## config.mk

```make
export PLATFORM = sky130hd
export DESIGN_NAME = fc_init_ctrl
export DESIGN_NICKNAME = d
export VERILOG_FILES = /design/src/rtl/fc_init_ctrl.sv
export SDC_FILE = /design/constraint.sdc
export NUM_CORES = 1
export LEC_CHECK = 0
export CORE_ASPECT_RATIO = 2
export CORE_MARGIN = 2
export CORE_UTILIZATION = 33
export CTS_CLUSTER_SIZE = 8
export DETAILED_ROUTE_END_ITERATION = 7
export DONT_BUFFER_PORTS = 1
export PLACE_DENSITY = 0.49
export SYNTH_ARGS = -nofsm -noshare
export SYNTH_HDL_FRONTEND = slang
export SYNTH_SLANG_ARGS = --single-unit
```

## constraint.sdc

```tcl
create_clock -name clk -period 2.5 [get_ports clk]
set_input_delay 0.25 -clock clk [delete_from_list [all_inputs] [get_ports clk]]
set_output_delay 0.25 -clock clk [all_outputs]
set_load 0.01 [all_outputs]
```

## src/rtl/fc_init_ctrl.sv

```systemverilog
// Flow-control initialisation sequencer for one virtual channel (InitFC1/InitFC2 handshake).
// Optional macro FC_SCALE_EN: forward rx scale fields and reject InitFC with scale 2'b11.
module fc_init_ctrl #(
  parameter logic [2:0]  VC_ID         = 3'd0,
  parameter int unsigned RESEND_CYCLES = 1700,
  parameter int unsigned TIMER_W       = 12
) (
  input  logic        clk,
  input  logic        rst_n,
  input  logic        dl_enable,
  input  logic        rx_valid,
  input  logic        rx_init2,
  input  logic        rx_updatefc,
  input  logic [2:0]  rx_type,
  input  logic [2:0]  rx_vc,
  input  logic [1:0]  rx_hdr_scale,
  input  logic [1:0]  rx_data_scale,
  input  logic [7:0]  rx_hdr_fc,
  input  logic [11:0] rx_data_fc,
  output logic        tx_valid,
  input  logic        tx_ready,
  output logic [1:0]  tx_type,
  output logic        tx_init2,
  output logic        cr_we,
  output logic [1:0]  cr_type,
  output logic [7:0]  cr_hdr_fc,
  output logic [11:0] cr_data_fc,
  output logic [1:0]  cr_hdr_scale,
  output logic [1:0]  cr_data_scale,
  output logic [1:0]  fc_state,
  output logic        fc_done
);

  typedef enum logic [1:0] {
    IDLE  = 2'd0,
    INIT1 = 2'd1,
    INIT2 = 2'd2,
    DONE  = 2'd3
  } state_t;

  localparam logic [TIMER_W-1:0] RESEND_LAST = TIMER_W'(RESEND_CYCLES - 1);
  localparam logic [TIMER_W-1:0] TIMER_MAX   = '1;

  state_t             state, state_d;
  logic               p_seen, np_seen, cpl_seen, fi2;
  logic               gap;
  logic [TIMER_W-1:0] timer;
  logic               scale_ok;
  logic               cls_clear;
  logic               cap_hit;
  logic               fi2_hit;

`ifdef FC_SCALE_EN
  assign scale_ok = (rx_hdr_scale != 2'b11) && (rx_data_scale != 2'b11);

  always_ff @(posedge clk or negedge rst_n) begin
    if (!rst_n) begin
      cr_hdr_scale  <= '0;
      cr_data_scale <= '0;
    end else if (cap_hit) begin
      cr_hdr_scale  <= rx_hdr_scale;
      cr_data_scale <= rx_data_scale;
    end
  end
`else
  logic unused_scale;
  assign unused_scale  = ^{rx_hdr_scale, rx_data_scale};
  assign scale_ok      = 1'b1;
  assign cr_hdr_scale  = '0;
  assign cr_data_scale = '0;
`endif

  always_comb begin
    cls_clear = 1'b0;
    case (rx_type)
      3'd0:    cls_clear = ~p_seen;
      3'd1:    cls_clear = ~np_seen;
      3'd2:    cls_clear = ~cpl_seen;
      default: cls_clear = 1'b0;
    endcase
  end

  assign cap_hit = dl_enable && (state == INIT1) && rx_valid && !rx_updatefc &&
                   (rx_vc == VC_ID) && cls_clear && scale_ok;
  assign fi2_hit = dl_enable && (state == INIT2) && rx_valid && (rx_vc == VC_ID) &&
                   (rx_init2 || rx_updatefc);

  always_ff @(posedge clk or negedge rst_n) begin
    if (!rst_n) state <= IDLE;
    else        state <= state_d;
  end

  // Transitions only fire while gap is set, so an in-flight triplet always completes.
  always_comb begin
    state_d = state;
    case (state)
      IDLE:    if (dl_enable) state_d = INIT1;
      INIT1:   if (p_seen && np_seen && cpl_seen && gap) state_d = INIT2;
      INIT2:   if (fi2 && gap) state_d = DONE;
      default: state_d = state;
    endcase
    if (!dl_enable) state_d = IDLE;
  end

  always_ff @(posedge clk or negedge rst_n) begin
    if (!rst_n) begin
      tx_valid   <= 1'b0;
      tx_type    <= '0;
      gap        <= 1'b0;
      timer      <= '0;
      p_seen     <= 1'b0;
      np_seen    <= 1'b0;
      cpl_seen   <= 1'b0;
      fi2        <= 1'b0;
      cr_we      <= 1'b0;
      cr_type    <= '0;
      cr_hdr_fc  <= '0;
      cr_data_fc <= '0;
    end else begin
      cr_we <= 1'b0;
      if (!dl_enable) begin
        tx_valid <= 1'b0;
        tx_type  <= '0;
        gap      <= 1'b0;
        timer    <= '0;
        p_seen   <= 1'b0;
        np_seen  <= 1'b0;
        cpl_seen <= 1'b0;
        fi2      <= 1'b0;
      end else if ((state == INIT1 || state == INIT2) && state_d == state) begin
        if (tx_valid) begin
          if (tx_ready) begin
            if (tx_type == 2'd2) begin
              tx_valid <= 1'b0;
              tx_type  <= '0;
              gap      <= 1'b1;
              timer    <= '0;
            end else begin
              tx_type <= tx_type + 2'd1;
            end
          end
        end else if (!gap || timer >= RESEND_LAST) begin
          tx_valid <= 1'b1;
          tx_type  <= '0;
          gap      <= 1'b0;
          timer    <= '0;
        end else if (timer != TIMER_MAX) begin
          timer <= timer + 1'b1;
        end
      end else begin
        tx_valid <= 1'b0;
        tx_type  <= '0;
        gap      <= 1'b0;
        timer    <= '0;
      end

      if (cap_hit) begin
        case (rx_type)
          3'd0:    p_seen   <= 1'b1;
          3'd1:    np_seen  <= 1'b1;
          default: cpl_seen <= 1'b1;
        endcase
        cr_we      <= 1'b1;
        cr_type    <= rx_type[1:0];
        cr_hdr_fc  <= rx_hdr_fc;
        cr_data_fc <= rx_data_fc;
      end
      if (fi2_hit) fi2 <= 1'b1;
    end
  end

  assign tx_init2 = (state == INIT2);
  assign fc_state = state;
  assign fc_done  = (state == DONE);

endmodule

```

==> metrics.md <==
| Metric | Value |
|---|---|
| Min cycle time layout | `2.32 ns` |
| Area growth from synthesis to layout | `14.7%` |
| CP max FO | `6` |
| Final ANT Viol Nets | `0` |
| Grt met3 use | `approximately 4.0%` |
| Final worst slack | `around 0.18 ns` |
| Reg power frac | `47.6%` |
| Synth Flop Type | `dfrtp_1` |
| Total global-route track usage | `between 10 and 15%` |
| Peak supply drop | `0.474 mV` |
| Register area share after synthesis | `50.3%` |
| Clock Tree Buf Depth | `2` |
| Final setup violation count | `0` |
| Commonest non-fill, non-tap cells in the layout | `dfrtp_1, mux2_2, a21oi_1` |
| DP Cell Count | `around 300` |
| Hold Crit Start | `rx_type[0]` |
| DIE WIDTH | `62.3 um` |
| DRC errors left | `0` |
| Logic pwr share | `roughly 5.5%` |
| Clock power frac | `between 40% and 50%` |
| Sw Ratio | `22.3%` |
| IO Pins | `slightly above 70` |
| H-tree Lvls | `2` |
| Post-CTS Setup Bufs | `0` |
| TritonCTS clock tree | `built` |
| Vias/cell | `5.15` |
| Synth warn | `0` |
| Outcome | `complete, no violations` |
| Hold Fails Final Rpt | `0` |
| Synthesized area per cell | `~11 um2` |
| Core ar. | `approximately 0.0066 mm2` |
| Syn Inst Count | `roughly 210` |
| Int Pwr | `roughly 1300 uW` |
| PwrDens | `629 mW/mm2` |
| Initial core utilization | `between 30% and 40%` |
| Hold WS | `a little under 0.05 ns` |
| Most used routing layer | `met2` |
| Largest net degree at the start of global routing | `46` |
| Clock-pin slew on the worst setup and hold paths | `about 0.060 ns` |
| Total CTS buffers | `5` |
| Commonest non-fill, non-tap cell in the layout | `dfrtp_1` |
| Site row count | `between 40 and 50` |
| Die area | `between 0.007 and 0.008 mm2` |
| DRT Wirelength | `between 4 and 5 mm` |
| Final Instance Count excl. Fillers | `between 300 and 400` |
| R2r endpoint | `timer[10]` |
| RD Place Congestion | `0.823` |
| GR Layer Usage met2 | `about 26%` |
| Die Span Y | `about 120 um` |
| IO Port Bufs | `0` |
| Maxcap violations | `0` |
| Worst Path Arrival | `~2.5 ns` |
| Post-detail-place hpwl | `about 3.6 mm` |
| Async set-or-reset flop fraction in the synthesized netlist | `100%` |
| Layout cells sized above 1 | `a little under a quarter` |
| Drt wl/cell | `15.9 um` |
| Synth Cell Area | `0.00224 mm2` |
| Unrepaired setup endpoints after global routing | `yes` |
| Crit. End Element | `flip-flop` |
| Vias in the first global route | `between 1,500 and 2,000` |
| Total number of vias | `between 1,500 and 2,000` |
| Final net count | `261` |
| ANT cells | `0` |
| DR pass1 iterations | `4` |
| Sw power | `361 uW` |
| Dpl ws | `~0.15 ns` |
| R2R Path Start | `fc_state[0]` |
| M1 GR Usage | `14.4%` |
| Cell variety after synth | `46` |
| Reg2Reg Depth | `8` |
| Setup TNS | `0 ns` |
| Clk_lat worst skew | `approximately 0.29 ns` |
| Setup Crit Path Kind | `reg -> reg` |
| P_leak | `between 0.001 and 0.0015 uW` |
| Initial antenna violation count | `0` |
| Tcrit/Tclk final | `between 90% and 100%` |
| Reg2reg setup slack | `0.18 ns` |
| Hold Path Sink | `p_seen` |
| GRT Residual Overflow | `0` |
| Final Total Pwr | `around 1600 uW` |
| Fmax | `431 MHz` |
| Clock net sink count | `45` |
| Global-route wire length before repair | `~8.2 mm` |
| Slew Limit Fails | `0` |
| EDFF count, synth | `0` |
| Required time of the critical path | `between 2 and 3 ns` |
| Root buffer selected by CTS | `clkbuf_16` |
| Clock skew | `about 0.0057 ns` |
| Worst Hold Class | `in -> reg` |
| DR iter-0 viols | `27` |
| Startpoint types | `flip-flop` |
| WHS Path Cells | `1` |
| Yosys reg bits | `between 40 and 50` |
## power by group through the flow
| stage | registers [uW] | logic (uW) | clock network [uW] |
|---|---|---|---|
| after floorplan | 781 | 59.6 | 0 |
| final | 771 | 88.8 | 758 |
| after global routing | 773 | 99.8 | 812 |
| after detailed placement | 785 | 67.6 | 0 |
| after CTS | 772 | 89.4 | 782 |
| after global placement | 785 | 66.3 | 0 |
## repair_timing
| action | in CTS | in global routing |
|---|---|---|
| hold endpoints to repair | 45 | 0 |
| setup endpoints to repair | 0 | 12 |
| resized for setup | 0 | 3 |
| hold buffers | 2 | 0 |
## layout make-up
type,instances,area (um2)
clock buffers,5,125
clock inverters,3,46.3
flip-flops and latches,45,1130
fillers,686,4050
multi-input cells,146,1030
repair buffers,10,97.6
well taps,88,110
inverters,10,37.5
## cell usage after synthesis (all sizes together), types with 4 or more instances
master / number / area [um2]
inv: 10 / 37.5
a211oi: 4 / 35.0
ha: 6 / 75.1
mux2: 23 / 259
a21oi: 19 / 95.1
nand3: 5 / 25.0
nor2: 18 / 67.6
nand2: 19 / 73.8
buf: 8 / 68.8
dfrtp: 45 / 1130
xnor2: 4 / 35.0
o21ai: 8 / 40.0
## kinds of logic after synthesis
family / synth area share, %
flip-flops: 50.3
XOR/XNOR: 2.35
other: 0.167
multiplexers: 11.6
buffers and inverters: 4.97
AND/OR/NAND/NOR: 14.5
adder cells (fa/ha/maj): 3.35
AO/OA/AOI/OAI: 12.9
## flip-flops by register name (all words and copies together), names as in the netlist
name        flops
cr_data_fc     12
cr_hdr_fc       8
p_seen          1
fc_state        2
timer          12
tx_type         2
cr_we           1
cpl_seen        1
gap             1
np_seen         1
tx_valid        1
fi2             1
cr_type         2
## metrics by stage
| step | utilization (%) | instance area [um2] |
|---|---|---|
| 6_report | 38.8 | 2570 |
| 5_1_grt | 38.8 | 2570 |
| 4_1_cts | 38.6 | 2560 |
| 3_5_place_dp | 35.5 | 2350 |
| 3_3_place_gp | 35.5 | 2350 |
| 2_1_floorplan | - | 2250 |
## routing by layer
| layer | routed length, um | share of wire (%) | vias to the layer above |
|---|---|---|---|
| met4 | 182 | 3.7 | 0 |
| met1 | 1760 | 36 | 754 |
| li1 | - | - | 751 |
| met5 | 0 | 0 | - |
| met3 | 294 | 6.0 | 13 |
| met2 | 2650 | 54 | 64 |
## critical path: stages (launching register included)
cell and delay, ns:
dfrtp_1 0.43, inv_1 0.18, ha_1 0.22, a31oi_2 0.13, or4b_4 0.52, o211a_1 0.21, nand2_1 0.19, nand4_1 0.12
a211oi_1 0.23
## worst max-delay path by stage
stage	startpoint	to	slack (ns)	cells after the start
2_1_floorplan	fc_state[0]	timer[0]	0.27	9
3_3_place_gp	fc_state[1]	timer[11]	0.14	9
3_5_place_dp	fc_state[1]	timer[11]	0.15	9
4_1_cts	fc_state[0]	timer[8]	0.10	8
5_1_grt	fc_state[0]	timer[10]	-0.004	8
6_report	fc_state[0]	timer[10]	0.18	8
Note: power is estimated with default switching activity, not from simulation.
